`src/rtl/dma_preload_ctrl_mc.sv`:
```
// ---------------------------------------------------------------------------
// dma_preload_ctrl_mc
//
// Multi-channel preload DMA engine. Up to NUM_CH channels raise level
// requests to copy a block of beats from external memory into on-chip
// buffers. A round-robin arbiter picks one channel at a time. Its reads go
// out on a shared request/grant read port, with up to MAX_OUTST reads in
// flight. In-order read data is written back through one buffer write port
// that carries the channel tag. Each channel keeps a "loaded" flag. A request
// for a channel that is already loaded completes at once, with no memory
// traffic, unless ch_reload is set for that channel.
//
// Ports:
//   clk, rst_n        clock, asynchronous active-low reset
//   ch_req            per-channel level request (hold until ch_done)
//   ch_reload         per-channel force-reload, sampled with ch_req
//   ch_base           packed external start addresses (ADDR_W per channel)
//   ch_buf_base       packed buffer start addresses (BUF_ADDR_W per channel)
//   ch_count          packed beat counts (CNT_W per channel, 0 means 1)
//   ch_done           per-channel completion, held until ch_req falls
//   busy              engine not idle
//   mem_rd_*          external read port (req/gnt issue, in-order valid/data)
//   dma_wr_*          buffer write port (strobe, channel tag, address, data)
//   err_unexp         sticky: read data arrived with nothing outstanding
// ---------------------------------------------------------------------------
module dma_preload_ctrl_mc #(
    parameter int NUM_CH     = 3,
    parameter int ADDR_W     = 20,
    parameter int BUF_ADDR_W = 16,
    parameter int DATA_W     = 128,
    parameter int CNT_W      = 17,
    parameter int MAX_OUTST  = 4,
    localparam int CH_W      = (NUM_CH > 1) ? $clog2(NUM_CH) : 1
) (
    input  logic                         clk,
    input  logic                         rst_n,
    input  logic [NUM_CH-1:0]            ch_req,
    input  logic [NUM_CH-1:0]            ch_reload,
    input  logic [NUM_CH*ADDR_W-1:0]     ch_base,
    input  logic [NUM_CH*BUF_ADDR_W-1:0] ch_buf_base,
    input  logic [NUM_CH*CNT_W-1:0]      ch_count,
    output logic [NUM_CH-1:0]            ch_done,
    output logic                         busy,
    output logic                         mem_rd_req,
    output logic [ADDR_W-1:0]            mem_rd_addr,
    input  logic                         mem_rd_gnt,
    input  logic                         mem_rd_valid,
    input  logic [DATA_W-1:0]            mem_rd_data,
    output logic                         dma_wr_en,
    output logic [CH_W-1:0]              dma_wr_ch,
    output logic [BUF_ADDR_W-1:0]        dma_wr_addr,
    output logic [DATA_W-1:0]            dma_wr_data,
    output logic                         err_unexp
);

    localparam int OUT_W = 4;

    typedef enum logic [1:0] {S_IDLE, S_ARB, S_XFER, S_FIN} state_t;

    state_t                 state_q, state_d;
    logic [CH_W-1:0]        rr_ptr_q, rr_ptr_d;
    logic [CH_W-1:0]        pick_q, pick_d;
    logic [ADDR_W-1:0]      base_q, base_d;
    logic [BUF_ADDR_W-1:0]  buf_base_q, buf_base_d;
    logic [CNT_W-1:0]       cnt_q, cnt_d;
    logic [CNT_W-1:0]       issued_q, issued_d;
    logic [CNT_W-1:0]       recvd_q, recvd_d;
    logic [OUT_W-1:0]       outst_q, outst_d;
    logic [NUM_CH-1:0]      loaded_q, loaded_d;
    logic [NUM_CH-1:0]      ch_done_q, ch_done_d;
    logic                   wr_en_q, wr_en_d;
    logic [CH_W-1:0]        wr_ch_q, wr_ch_d;
    logic [BUF_ADDR_W-1:0]  wr_addr_q, wr_addr_d;
    logic [DATA_W-1:0]      wr_data_q, wr_data_d;
    logic                   err_q, err_d;

    // Per-channel views of the packed configuration buses
    logic [ADDR_W-1:0]      base_arr     [NUM_CH];
    logic [BUF_ADDR_W-1:0]  buf_base_arr [NUM_CH];
    logic [CNT_W-1:0]       count_arr    [NUM_CH];

    for (genvar g = 0; g < NUM_CH; g++) begin : g_unpack
        assign base_arr[g]     = ch_base[g*ADDR_W +: ADDR_W];
        assign buf_base_arr[g] = ch_buf_base[g*BUF_ADDR_W +: BUF_ADDR_W];
        assign count_arr[g]    = ch_count[g*CNT_W +: CNT_W];
    end

    logic [NUM_CH-1:0] serving;
    logic [NUM_CH-1:0] eligible;
    logic              arb_found;
    logic [CH_W-1:0]   arb_sel;
    logic              rd_req;
    logic              gnt_fire;
    logic              vld_ok;

    // Round-robin: first eligible channel at or above rr_ptr, wrapping
    always_comb begin
        int idx;
        idx = 0;
        serving = '0;
        if (state_q == S_XFER || state_q == S_FIN) begin
            serving[pick_q] = 1'b1;
        end
        eligible  = ch_req & ~ch_done_q & ~serving;
        arb_found = 1'b0;
        arb_sel   = '0;
        for (int i = 0; i < NUM_CH; i++) begin
            idx = int'(rr_ptr_q) + i;
            if (idx >= NUM_CH) begin
                idx = idx - NUM_CH;
            end
            if (!arb_found && eligible[CH_W'(idx)]) begin
                arb_found = 1'b1;
                arb_sel   = CH_W'(idx);
            end
        end
    end

    always_comb begin
        rd_req   = (state_q == S_XFER) && (issued_q < cnt_q) &&
                   (outst_q < OUT_W'(MAX_OUTST));
        gnt_fire = rd_req && mem_rd_gnt;
        // Read data is accepted only against an outstanding request.
        vld_ok   = mem_rd_valid && (outst_q != '0);

        state_d    = state_q;
        rr_ptr_d   = rr_ptr_q;
        pick_d     = pick_q;
        base_d     = base_q;
        buf_base_d = buf_base_q;
        cnt_d      = cnt_q;
        loaded_d   = loaded_q;
        ch_done_d  = ch_done_q & ch_req;
        err_d      = err_q | (mem_rd_valid && (outst_q == '0));
        outst_d    = outst_q + OUT_W'(gnt_fire) - OUT_W'(vld_ok);
        issued_d   = issued_q + CNT_W'(gnt_fire);
        recvd_d    = recvd_q;
        wr_en_d    = 1'b0;
        wr_ch_d    = wr_ch_q;
        wr_addr_d  = wr_addr_q;
        wr_data_d  = wr_data_q;

        if (vld_ok) begin
            wr_en_d   = 1'b1;
            wr_ch_d   = pick_q;
            wr_addr_d = buf_base_q + BUF_ADDR_W'(recvd_q);
            wr_data_d = mem_rd_data;
            recvd_d   = recvd_q + 1'b1;
        end

        case (state_q)
            S_IDLE: begin
                if (|eligible) begin
                    state_d = S_ARB;
                end
            end
            S_ARB: begin
                if (arb_found) begin
                    pick_d     = arb_sel;
                    rr_ptr_d   = (arb_sel == CH_W'(NUM_CH - 1)) ? '0 : arb_sel + 1'b1;
                    base_d     = base_arr[arb_sel];
                    buf_base_d = buf_base_arr[arb_sel];
                    cnt_d      = (count_arr[arb_sel] == '0) ? CNT_W'(1) : count_arr[arb_sel];
                    issued_d   = '0;
                    recvd_d    = '0;
                    if (loaded_q[arb_sel] && !ch_reload[arb_sel]) begin
                        ch_done_d[arb_sel] = 1'b1;
                        state_d            = S_IDLE;
                    end else begin
                        state_d = S_XFER;
                    end
                end else begin
                    // Request withdrawn between IDLE and ARB.
                    state_d = S_IDLE;
                end
            end
            S_XFER: begin
                // Leaving on the cycle the last beat arrives puts ch_done
                // one cycle after the final buffer write.
                if (recvd_d == cnt_q) begin
                    state_d = S_FIN;
                end
            end
            S_FIN: begin
                loaded_d[pick_q]  = 1'b1;
                ch_done_d[pick_q] = 1'b1;
                state_d           = S_IDLE;
            end
            default: state_d = S_IDLE;
        endcase
    end

    always_ff @(posedge clk or negedge rst_n) begin
        if (!rst_n) begin
            state_q    <= S_IDLE;
            rr_ptr_q   <= '0;
            pick_q     <= '0;
            base_q     <= '0;
            buf_base_q <= '0;
            cnt_q      <= '0;
            issued_q   <= '0;
            recvd_q    <= '0;
            outst_q    <= '0;
            loaded_q   <= '0;
            ch_done_q  <= '0;
            wr_en_q    <= 1'b0;
            wr_ch_q    <= '0;
            wr_addr_q  <= '0;
            wr_data_q  <= '0;
            err_q      <= 1'b0;
        end else begin
            state_q    <= state_d;
            rr_ptr_q   <= rr_ptr_d;
            pick_q     <= pick_d;
            base_q     <= base_d;
            buf_base_q <= buf_base_d;
            cnt_q      <= cnt_d;
            issued_q   <= issued_d;
            recvd_q    <= recvd_d;
            outst_q    <= outst_d;
            loaded_q   <= loaded_d;
            ch_done_q  <= ch_done_d;
            wr_en_q    <= wr_en_d;
            wr_ch_q    <= wr_ch_d;
            wr_addr_q  <= wr_addr_d;
            wr_data_q  <= wr_data_d;
            err_q      <= err_d;
        end
    end

    // The address is built only from registered state, so it cannot move
    // while a request waits for its grant.
    assign mem_rd_req  = rd_req;
    assign mem_rd_addr = base_q + ADDR_W'(issued_q);
    assign busy        = (state_q != S_IDLE);
    assign ch_done     = ch_done_q;
    assign dma_wr_en   = wr_en_q;
    assign dma_wr_ch   = wr_ch_q;
    assign dma_wr_addr = wr_addr_q;
    assign dma_wr_data = wr_data_q;
    assign err_unexp   = err_q;

endmodule

```
`config.mk`:
```
export PLATFORM = sky130hd
export DESIGN_NAME = dma_preload_ctrl_mc
export DESIGN_NICKNAME = d
export VERILOG_FILES = /design/src/rtl/dma_preload_ctrl_mc.sv
export SDC_FILE = /design/constraint.sdc
export NUM_CORES = 1
export LEC_CHECK = 0
export BUFFER_PORTS_ARGS = -buffer_cell sky130_fd_sc_hd__buf_2
export CORE_AREA = 2 2 185 187
export CTS_CLUSTER_DIAMETER = 80
export DETAILED_ROUTE_END_ITERATION = 6
export DIE_AREA = 0 0 187 189
export PLACE_DENSITY = 0.75
export SYNTH_ARGS = -nofsm -noshare
export SYNTH_HDL_FRONTEND = slang
export SYNTH_SLANG_ARGS = --single-unit
```
`constraint.sdc`:
```
create_clock -name clk -period 3.8 [get_ports clk]
set_input_delay 0.57 -clock clk [delete_from_list [all_inputs] [get_ports clk]]
set_output_delay 0.57 -clock clk [all_outputs]
set_load 0.01 [all_outputs]
```
# [Word level (Yosys, flattened, before mapping)]
# Cells that the tools add are included.
[classes] add_sub_neg=12 mul=0 div_mod_pow=0 n_lt_le_gt_ge=13 n_eq_ne=7 shift=0 muxes=52 bitwise_logic=10 reduce_logical=22
[ops] cell="2-to-1 mux 17 bit" count=8
[ops] cell="binary-select mux 20 bit (select 2 bit)" count=1
[ops] cell="2-to-1 mux 20 bit" count=2
[ops] cell="binary-select mux 17 bit (select 2 bit)" count=1
[ops] cell="binary-select mux 16 bit (select 2 bit)" count=1
[ops] cell="2-to-1 mux 16 bit" count=2
[ops] cell="2-to-1 mux 2 bit" count=11
[ops] cell="adder 20 x 17 -> 20 bit" count=1
[ops] cell="adder 17 x 1 -> 17 bit" count=1
[ops] cell="adder 17 x 1 -> 17 bit (second input constant)" count=1
[ops] cell="== test 17 bit" count=1
[ops] cell="logical NOT 17 bit" count=1
[ops] cell="< comparator 17 bit" count=1
[ops] cell="adder 16 bit" count=1
[ops] cell="2-to-1 mux 1 bit" count=14
[ops] cell="< comparator 2 x 4 -> 1 bit (second input constant)" count=3
[ops] cell="binary-select mux 1 bit (select 2 bit)" count=5
[ops] cell="logical AND 1 bit" count=10
[ops] cell="bitwise AND 3 bit" count=3
[ops] cell="2-to-1 mux 3 bit" count=3
[ops] cell="bitwise OR 3 bit" count=3
[ops] cell="one-hot mux 2 bit (4 select lines)" count=1
[ops] cell="== test 2 bit (second input constant)" count=3
[ops] cell="greater-or-equal comparator 3 x 2 -> 1 bit (second input constant)" count=2
[ops] cell="27 further kinds" count=36
[word_totals] regBits=251 latch_bits=0 ramBits=0 rom_bits=0 input_bits=297 output_inout_bits=173 word_cells=132 mem_count=0

# [Depth between registers and ports, before layout]
# Gate-level depths: netlist of run 1.
[logic_depth] word_depth=25 ltp_mapped=16 depth_no_buf=16

# [Worst setup path before layout of run 1]
# OpenSTA, ideal clock, no wires.
[synth_timing] path_type="register -> output" from="register issued_q[0]" to="output port mem_rd_addr[18]" arrival_time_ns=2.462 required_time_ns=3.230 path_slack_ns=0.768 stages_incl_launch_ff=12 n_path_buf=0 cell_sequence="dfrtp_1 > ha_1 > inv_1 > fa_1 > nor2b_1 > o21a_1 > o21ai_1 > a211o_1 > a31oi_1 > a21oi_1 > or4_1 > nand3_1"
[synth_via] elab_chain_cells=1
[synth_rtl] item="start, declared" line_no="66" source="logic [CNT_W-1:0] issued_q, issued_d;"
[synth_rtl] item="start signal, assigned" line_no="218" source="issued_q <= issued_d;"
[synth_rtl] item="adder 20 x 17 -> 20 bit" line_no="234" source="assign mem_rd_addr = base_q + ADDR_W'(issued_q);"
[synth_rtl] item="end, declared" line_no="45" source="output logic [ADDR_W-1:0] mem_rd_addr,"
# Every way passes these cells.

# [Final worst setup path of run 1]
[layout_timing] from="register issued_q[5]" to="output port mem_rd_addr[19]"
# Same word-level chain as after synthesis.

==> metrics.cfg, run 1 <==
[synthesis]
synth_edf_count = 0
async_reset_ff_frac = 1.000
ys_seq_area_frac = 0.4836
synth_nets = 1838
synthCells = 1480
ys_dominant_reg_cell = dfrtp_1
yosysUniqueCellTypes = 66
synth_area_um2 = 12990
ys.warnings.count = 0
synth_area_per_cell_um2 = 8.775
synth_seq_cells = 251

[placement]
hpwl_um = 33330
place_congestion = 0.9136
placed_cell_area_um2 = 15810
dp.cells = 2341
io_buffer_count = 469

[critical_path]
r2r_start = issued_q[1]$_DFF_PN0_
arrival_ps = 3140
worst_ep_required_time_ps = 3230
startpoint_type = register
critPathMaxFanout = 5
endpoint_kind = primary output
crit_end = mem_rd_addr[19]
startpoint = issued_q[5]$_DFF_PN0_
ff2ff_path_depth = 15
r2r_slack_ps = 390
reg2reg_to = issued_q[14]$_DFF_PN0_
critical_path_class = reg -> out

[power]
p_sw_w = 0.004942
power.leakage_nw = 8.934
ir_drop_mv = 0.4406
p_comb_frac = 0.429
powerDensity_nw_per_um2 = 723.2
clkPwrFrac = 0.237
internal_power_w = 0.007316
switching_share = 0.4031
power.share.sequential = 0.335

[sta]
max_slew_margin = 0.2823
finalHoldViolCount = 0
fmax_mhz = 269.9
drv_slew = 0
setup_violations = 0
finalCritPeriodShare = 0.9752
hold_slack_ps = 51.18
worst_pin_slew_ps = 1077
finalSetupTns_ps = 0
rsz0062_at_grt = yes
fin_crit_ps = 3706
fin_worst_skew_ps = 19.53

[die]
die_area_um2 = 35340
die_y_um = 189
io_pins = 470
die_w_um = 187
core_um2 = 33280
rows = 67
start_util = 0.3902

[detailed_routing]
via_per_inst = 5.141
finalWirelength_um = 43210
dr.pass1.iters = 5
avgRoutedWirePerCell_um = 17.95
drc = 0
drtAntennaViolNets = 0
via_count = 12370
drt-initial-drc-count = 684

[cts]
root_buffer = clkbuf_16
clk_pin_slew_ps = 60
h-tree-depth = 1
insertion_delay_ps = 560
clkSinkCount = 251
cts_tree = built
max-clock-path-buffers = 3
cts_buffers = 29

[finish]
final_common_cell = nand2_1
fin_cells = 2407
fin_util = 0.5093
area.growth.synth_to_final_pct = 30.51
design_area_um2 = 16950
nets = 2284
mostFrequentLayoutCells = 492 x nand2_1, 468 x buf_2, 248 x dfrtp_1
drive_above_1_share = 0.2945

[min_path]
min_path_type = in -> async

[grt]
grt_pass1_wl_um = 67250
gr-total-overflow = 0
grt_start_max_net_pins = 134
antenna_found_initial = 8
grt_usage = 0.2403
grt_pass1_vias = 12280

[status]
status = complete, no violations

[job]
maxCapViolCount = 0

## metal layers
metal,part of all wire,track usage,wire length (µm),vias to the layer above
met3,0.064,0.03855,2784,93
li1,-,-,-,5893
met5,0,0,0,-
met4,0.038,0.09615,1653,0
met2,0.51,0.4319,21850,529
met1,0.39,0.2875,16920,5859
## synthesized netlist by cell type (9+ instances only)
master / number / area (µm²)
a21oi_1: 53 / 265.3
a31oi_1: 26 / 162.7
xnor2_1: 44 / 385.4
nor2_1: 92 / 345.3
nor3_1: 20 / 100.1
mux2i_1: 17 / 170.2
xor2_1: 29 / 254.0
buf_1: 12 / 45.04
o21ai_1: 40 / 200.2
ha_1: 58 / 725.7
o21ai_0: 21 / 105.1
dfrtp_1: 251 / 6281
and3_1: 10 / 62.56
inv_1: 44 / 165.2
clkbuf_1: 50 / 187.7
a21o_1: 13 / 97.59
nand4_1: 13 / 81.33
nand2_1: 493 / 1851
a22oi_1: 22 / 165.2
or2_2: 9 / 56.30
nand3_1: 28 / 140.1
a22o_1: 18 / 157.7
## state kept, by name (all words and copies together), names as in the netlist, 3 cells and up, named ones only
name / count
outst_q: 4
cnt_q: 17
ch_done: 3
dma_wr_data: 128
loaded_q: 3
buf_base_q: 16
dma_wr_addr: 16
recvd_q: 17
base_q: 20
issued_q: 17
## worst min-delay path by stage
stage	startpoint	endpoint	slack, ps	cells after the start
2_1_floorplan	rst_n	async pin	270	0
3_3_place_gp	err_unexp$_DFF_PN0_	err_unexp$_DFF_PN0_	440	1
6_report	rst_n	ch_done[2]$_DFF_PN0_	50	1
3_5_place_dp	err_unexp$_DFF_PN0_	err_unexp$_DFF_PN0_	450	1
4_1_cts	rst_n	ch_done[2]$_DFF_PN0_	110	1
5_1_grt	rst_n	ch_done[2]$_DFF_PN0_	140	1
## worst max-delay path, cell delays in order (launching register included)
cell       delay [ps]
dfrtp_1           460
ha_1              360
o21a_1            180
o211ai_1          120
o21ba_1           290
o2111ai_2         150
a311oi_2          380
o21bai_1          140
a21oi_1           200
xor2_1            170
buf_2             150
## logic make-up after synthesis
logic type | synth area share
compound gates | 0.1281
xor+xnor | 0.04923
fa+ha+maj | 0.06127
buf+inv | 0.03536
flops | 0.4836
mux | 0.01310
simple gates | 0.2293
## stage by stage
| step | total power, W | worst slack [ps] |
|---|---|---|
| after detailed placement | 0.009318 | 360.9 |
| after CTS | 0.01226 | 14.71 |
| after floorplan | 0.007427 | 767.6 |
| final | 0.01226 | 94.40 |
| after global placement | 0.009174 | 444.7 |
| after global routing | 0.01311 | -31.17 |
## timing repair
action	in CTS	in global routing
resized for setup	3	14
gates cloned	0	0
pin swaps	2	6
hold buffers	0	0
setup endpoints to repair	2	5
buffers inserted	1	1
## power by group through the flow
stage / logic, W / registers (W) / clock network [W]
floorplan: 0.00327 / 0.00416 / 0
global placement: 0.00509 / 0.00408 / 0
detailed placement: 0.00519 / 0.00413 / 0
CTS: 0.00522 / 0.00408 / 0.00296
global route: 0.00584 / 0.00420 / 0.00307
finish: 0.00525 / 0.00411 / 0.00290
## layout make-up
type	instances	area, µm²
fillers	3153	16330
multi-input cells	1113	6356
flip-flops and latches	251	6285
repair buffers	486	2547
clock buffers	38	799.5
well taps	448	560.5
clock inverters	16	205.2
inverters	45	171.4
diodes	10	25.02
Note: power is estimated with default switching activity, not from simulation.
==> run 2: changes to the inputs <==
--- a/config.mk
+++ b/config.mk
@@ -10,6 +10,7 @@
 export CTS_CLUSTER_DIAMETER = 80
 export DETAILED_ROUTE_END_ITERATION = 6
 export DIE_AREA = 0 0 187 189
+export MAX_ROUTING_LAYER = met4
 export PLACE_DENSITY = 0.75
 export SYNTH_ARGS = -nofsm -noshare
 export SYNTH_HDL_FRONTEND = slang
==> run 2 against run 1 <==
  * Die area stayed put
  * Final area hardly changed
  * Power is 0.85% lower
  * Sequential cell count stayed put
  * Critical endpoint is now mem_rd_addr[18]
  * Via count is 1.2% lower
  * Clock power is 2% lower
==> metrics.cfg, run 2 (synthesis gave the netlist of run 1 again) <==
[status]
status = complete, no violations

[critical_path]
cp.depth = 12
ff2ff_path_depth = 16
crit_family = compound AO/OA/AOI/OAI gates
r2r_slack_ps = 330
worst_ep_required_time_ps = 3230
crit_buf_inv = 2
crit_end = mem_rd_addr[18]
startpoint_type = register
reg2reg_to = issued_q[16]$_DFF_PN0_
max_stage_delay_ps = 420
endpoint_kind = primary output
startpoint = base_q[0]$_DFFE_PN0P_
r2r_start = issued_q[0]$_DFF_PN0_
critPathMaxFanout = 3
crit_slowest_cell = or4_1
crit_chain = ha_2 -> inv_2 -> fa_2 -> nor2b_1 -> o21a_1 -> o21ai_2 -> a211o_1 -> a31oi_4 -> a21oi_2 -> or4_1 -> nand3_1 -> buf_2
critical_path_class = reg -> out
arrival_ps = 3160

[finish]
fillCellCount = 3130
largest_reg_flops = 128
nets = 2287
fin_cells = 2409
design_area_um2 = 16950
drive_above_1_share = 0.2935
final_common_cell = nand2_1
area.growth.synth_to_final_pct = 30.47
mostFrequentLayoutCells = 492 x nand2_1, 468 x buf_2, 249 x dfrtp_1

[power]
internal_power_w = 0.007248
clkPwrFrac = 0.233
p_total_w = 0.01215
powerDensity_nw_per_um2 = 717.3
power.share.sequential = 0.337
ir_drop_mv = 0.5025
power.leakage_nw = 8.929
p_comb_frac = 0.430
switching_share = 0.4037
p_sw_w = 0.004906

[detailed_routing]
finalWirelength_um = 42930
avgRoutedWirePerCell_um = 17.82
drc = 0
via_per_inst = 5.076
drt-initial-drc-count = 661
dr.pass1.iters = 5
drtAntennaViolNets = 0
via_count = 12230

[cts]
clk_pin_slew_ps = 60
cts_tree = built
max-clock-path-buffers = 3
insertion_delay_ps = 570
h-tree-depth = 1
cts_buffers = 29
hold_buffers = 0
root_buffer = clkbuf_16
clkSinkCount = 251

[sta]
fmax_mhz = 268.2
drv_slew = 0
fin_worst_skew_ps = 30.31
worst_pin_slew_ps = 1167
finalCritPeriodShare = 0.9814
finalHoldViolCount = 0
max_slew_margin = 0.2222
setup_violations = 0
rsz0062_at_grt = yes
fin_crit_ps = 3729

[die]
die_w_um = 187
io_pins = 470
die_y_um = 189
start_util = 0.3902
core_um2 = 33280
rows = 67
die_area_um2 = 35340

[grt]
grt_pass1_vias = 12220
gr-total-overflow = 0
grt_usage = 0.2467
grt_pass1_wl_um = 66810
antenna_found_initial = 9
grt_start_max_net_pins = 134

[min_path]
min_path_type = in -> async

[job]
maxCapViolCount = 0

[placement]
placed_cell_area_um2 = 15820
io_buffer_count = 469
place_congestion = 0.9448
dp.cells = 2341
hpwl_um = 33250

[run 2: power by group through the flow]
stage               combinational [W]  clock, W  sequential [W]
global route                  0.00585   0.00299         0.00420
detailed placement            0.00517         0         0.00413
CTS                           0.00521   0.00289         0.00408
global placement              0.00509         0         0.00409
finish                        0.00523   0.00283         0.00410
floorplan                     0.00327         0         0.00416
[run 2: final cells by class]
cell class / count / area (µm²) / area share
antenna: 9 / 22.52 / 0.001329
clock buffer: 44 / 852.1 / 0.05028
clock inverter: 10 / 126.4 / 0.007458
inverter: 45 / 171.4 / 0.01012
multi-input combinational: 1113 / 6346 / 0.3745
sequential: 251 / 6284 / 0.3708
tap: 448 / 560.5 / 0.03308
timing repair buffer: 489 / 2582 / 0.1524
[run 2: metal layers]
| metal | up-vias | routed length [µm] | global-route usage |
|---|---|---|---|
| li1 | 5903 | - | - |
| met1 | 5763 | 17280 | 0.2877 |
| met2 | 477 | 21240 | 0.4139 |
| met3 | 84 | 2539 | 0.04282 |
| met4 | 0 | 1873 | 0.1203 |
| met5 | - | 0 | - |
[run 2: worst min-delay path by stage]
stage | startpoint | endpoint | slack, ps | depth (start not counted)
2_1_floorplan | rst_n | async pin | 270 | 0
3_5_place_dp | err_unexp$_DFF_PN0_ | err_unexp$_DFF_PN0_ | 450 | 1
4_1_cts | rst_n | ch_done[2]$_DFF_PN0_ | 140 | 1
3_3_place_gp | err_unexp$_DFF_PN0_ | err_unexp$_DFF_PN0_ | 440 | 1
5_1_grt | mem_rd_data[54] | dma_wr_data[54]$_DFFE_PN0P_ | 180 | 3
6_report | rst_n | ch_done[2]$_DFF_PN0_ | 110 | 1
[run 2: what timing repair did]
item / in CTS / in global routing
setup endpoints to repair: 2 / 6
pin swaps: 2 / 6
gates resized for setup: 4 / 11
buffers inserted: 2 / 3
[run 2: per-stage QoR]
stage / TNS (ps) / hold slack, ps / setup slack [ps] / util
global route: -102.8 / 176.7 / -74.44 / 0.5092
finish: 0 / 109.5 / 70.75 / 0.5092
global placement: 0 / 443.7 / 437.4 / 0.4755
floorplan: 0 / 274.4 / 767.6 / -
detailed placement: 0 / 452.5 / 331.6 / 0.4755
CTS: 0 / 137.8 / 13.80 / 0.5059
[run 2: worst register-to-register path, cell delays in order (launching register included)]
cell      delay [ps]
dfrtp_1          400
buf_4            140
buf_4            130
nand2b_1         140
a21o_1           170
a211o_1          280
a31oi_1          170
o21a_1           130
o21ai_1           70
a21oi_1          250
o211a_1          200
ha_1             230
ha_1             280
nand4_1          180
nor4_1           340
xnor2_1          180
nor2_1            60
==> run 3: changes to the inputs <==
--- a/config.mk
+++ b/config.mk
@@ -12,6 +12,7 @@
 export DIE_AREA = 0 0 187 189
 export MAX_ROUTING_LAYER = met4
 export PLACE_DENSITY = 0.75
+export SETUP_SLACK_MARGIN = 0.3
 export SYNTH_ARGS = -nofsm -noshare
 export SYNTH_HDL_FRONTEND = slang
 export SYNTH_SLANG_ARGS = --single-unit
==> run 3 against run 2 <==
  * Power is 0.60% higher
  * Clock skew increased by 3.4 ps
  * Final area up 1.4%
  * Die area unchanged
  * Hold slack gained 2.2 ps
  * Clock-buffer cell count stayed put
  * Global-route usage up 0.18 points
==> metrics.cfg, run 3 (synthesis gave the netlist of run 1 again) <==
[detailed_routing]
via_per_inst = 5.087
dr.pass1.iters = 5
finalWirelength_um = 43490
avgRoutedWirePerCell_um = 17.95
drc = 0
drtAntennaViolNets = 0
drt-initial-drc-count = 662
via_count = 12320

[critical_path]
arrival_ps = 3080
crit_buf_inv = 2
critPathMaxFanout = 2
crit_family = compound AO/OA/AOI/OAI gates
ff2ff_path_depth = 15
cp.depth = 12
max_stage_delay_ps = 430
crit_slowest_cell = or4_1
critical_path_class = reg -> out
startpoint_type = register
endpoint_kind = primary output
crit_chain = ha_2 -> inv_2 -> fa_2 -> nor2b_1 -> o21a_1 -> o21ai_2 -> a211o_1 -> a31oi_4 -> a21oi_2 -> or4_1 -> nand3_1 -> buf_2
worst_ep_required_time_ps = 3230

[die]
die_w_um = 187
die_area_um2 = 35340
io_pins = 470
die_y_um = 189
core_um2 = 33280
start_util = 0.3902
rows = 67

[power]
powerDensity_nw_per_um2 = 711.9
clkPwrFrac = 0.231
power.leakage_nw = 8.983
p_sw_w = 0.004945
switching_share = 0.4045
ir_drop_mv = 0.5024
internal_power_w = 0.007281
power.share.sequential = 0.335
p_comb_frac = 0.433

[grt]
antenna_found_initial = 9
grt_pass1_vias = 12260
grt_pass1_wl_um = 67250
grt_start_max_net_pins = 134
grt_usage = 0.2484
gr-total-overflow = 0

[finish]
drive_above_1_share = 0.3084
area.growth.synth_to_final_pct = 32.24
largest_reg_flops = 128
final_common_cell = nand2_1
mostFrequentLayoutCells = 491 x nand2_1, 467 x buf_2, 245 x dfrtp_1
fillCellCount = 3119
nets = 2300
fin_util = 0.5161

[sta]
fin_worst_skew_ps = 33.75
finalSetupTns_ps = 0
setup_violations = 0
finalCritPeriodShare = 0.9601
max_slew_margin = 0.2188
rsz0062_at_grt = yes
fmax_mhz = 274.1
postLayoutSetupSlackWorst_ps = 151.5
drv_slew = 0
fin_crit_ps = 3649
worst_pin_slew_ps = 1172
finalHoldViolCount = 0

[placement]
pre_cts_slack_ps = 331.6
hpwl_um = 33250
place_congestion = 0.9448
io_buffer_count = 469

[status]
status = complete, no violations

[job]
maxCapViolCount = 0

[min_path]
min_path_type = in -> async

[cts]
max-clock-path-buffers = 3
hold_buffers = 0
h-tree-depth = 1
clkSinkCount = 251
root_buffer = clkbuf_16
cts_tree = built
insertion_delay_ps = 570
clk_pin_slew_ps = 60
cts_buffers = 29

-- run 3: through the flow --
| stage | std cells | total power [W] | hold WS (ps) | instance area [µm²] |
|---|---|---|---|---|
| after detailed placement | 2341 | 0.009302 | 452.5 | 15820 |
| after floorplan | 1480 | 0.007427 | 274.4 | 12990 |
| after global placement | 2341 | 0.009183 | 443.7 | 15820 |
| final | 2422 | 0.01223 | 111.7 | 17180 |
| after global routing | 2422 | 0.01311 | 176.8 | 17180 |
| after CTS | 2408 | 0.01224 | 137.8 | 17030 |
-- run 3: final cells by class --
| type | instances | area (µm²) | share of cell area |
|---|---|---|---|
| Tap cell | 448 | 560.5 | 0.03264 |
| Sequential cell | 251 | 6289 | 0.3661 |
| Clock buffer | 44 | 852.1 | 0.04961 |
| Timing Repair Buffer | 502 | 2690 | 0.1566 |
| Multi-Input combinational cell | 1113 | 6464 | 0.3763 |
| Clock inverter | 10 | 126.4 | 0.007358 |
| Inverter | 45 | 171.4 | 0.009980 |
| Antenna cell | 9 | 22.52 | 0.001311 |
-- run 3: power groups by stage --
stage / logic, W / clock network, W / registers [W]
global route: 0.00591 / 0.00299 / 0.00420
global placement: 0.00509 / 0 / 0.00409
finish: 0.00530 / 0.00283 / 0.00410
CTS: 0.00526 / 0.00289 / 0.00410
detailed placement: 0.00517 / 0 / 0.00413
floorplan: 0.00327 / 0 / 0.00416
-- run 3: per-layer routing --
layer,GRT usage,routed length (µm)
met3,0.04263,2780
met1,0.2898,17180
met4,0.1178,1884
met2,0.4188,21640
met5,-,0
-- run 3: path summary, 6_finish.rpt --
| kind | start | endpoint | slack, ps |
|---|---|---|---|
| worst max-delay path | base_q[0]$_DFFE_PN0P_ | mem_rd_addr[18] | 150 |
| worst min-delay path | rst_n | ch_done[2]$_DFF_PN0_ | 110 |
| worst max register to register | issued_q[1]$_DFF_PN0_ | issued_q[15]$_DFF_PN0_ | 530 |
| worst min register to register | err_unexp$_DFF_PN0_ | err_unexp$_DFF_PN0_ | 450 |
| max in group asynchronous | rst_n | base_q[2]$_DFFE_PN0P_ | 2850 |
| min in group clk | mem_rd_data[35] | dma_wr_data[35]$_DFFE_PN0P_ | 190 |
-- run 3: timing repair --
action                                 CTS  global route
buffers inserted                        13             5
endpoints found under the hold margin    0             0
gates resized for setup                 22            20
setup endpoints to repair                9            14
pin swaps                               14            15
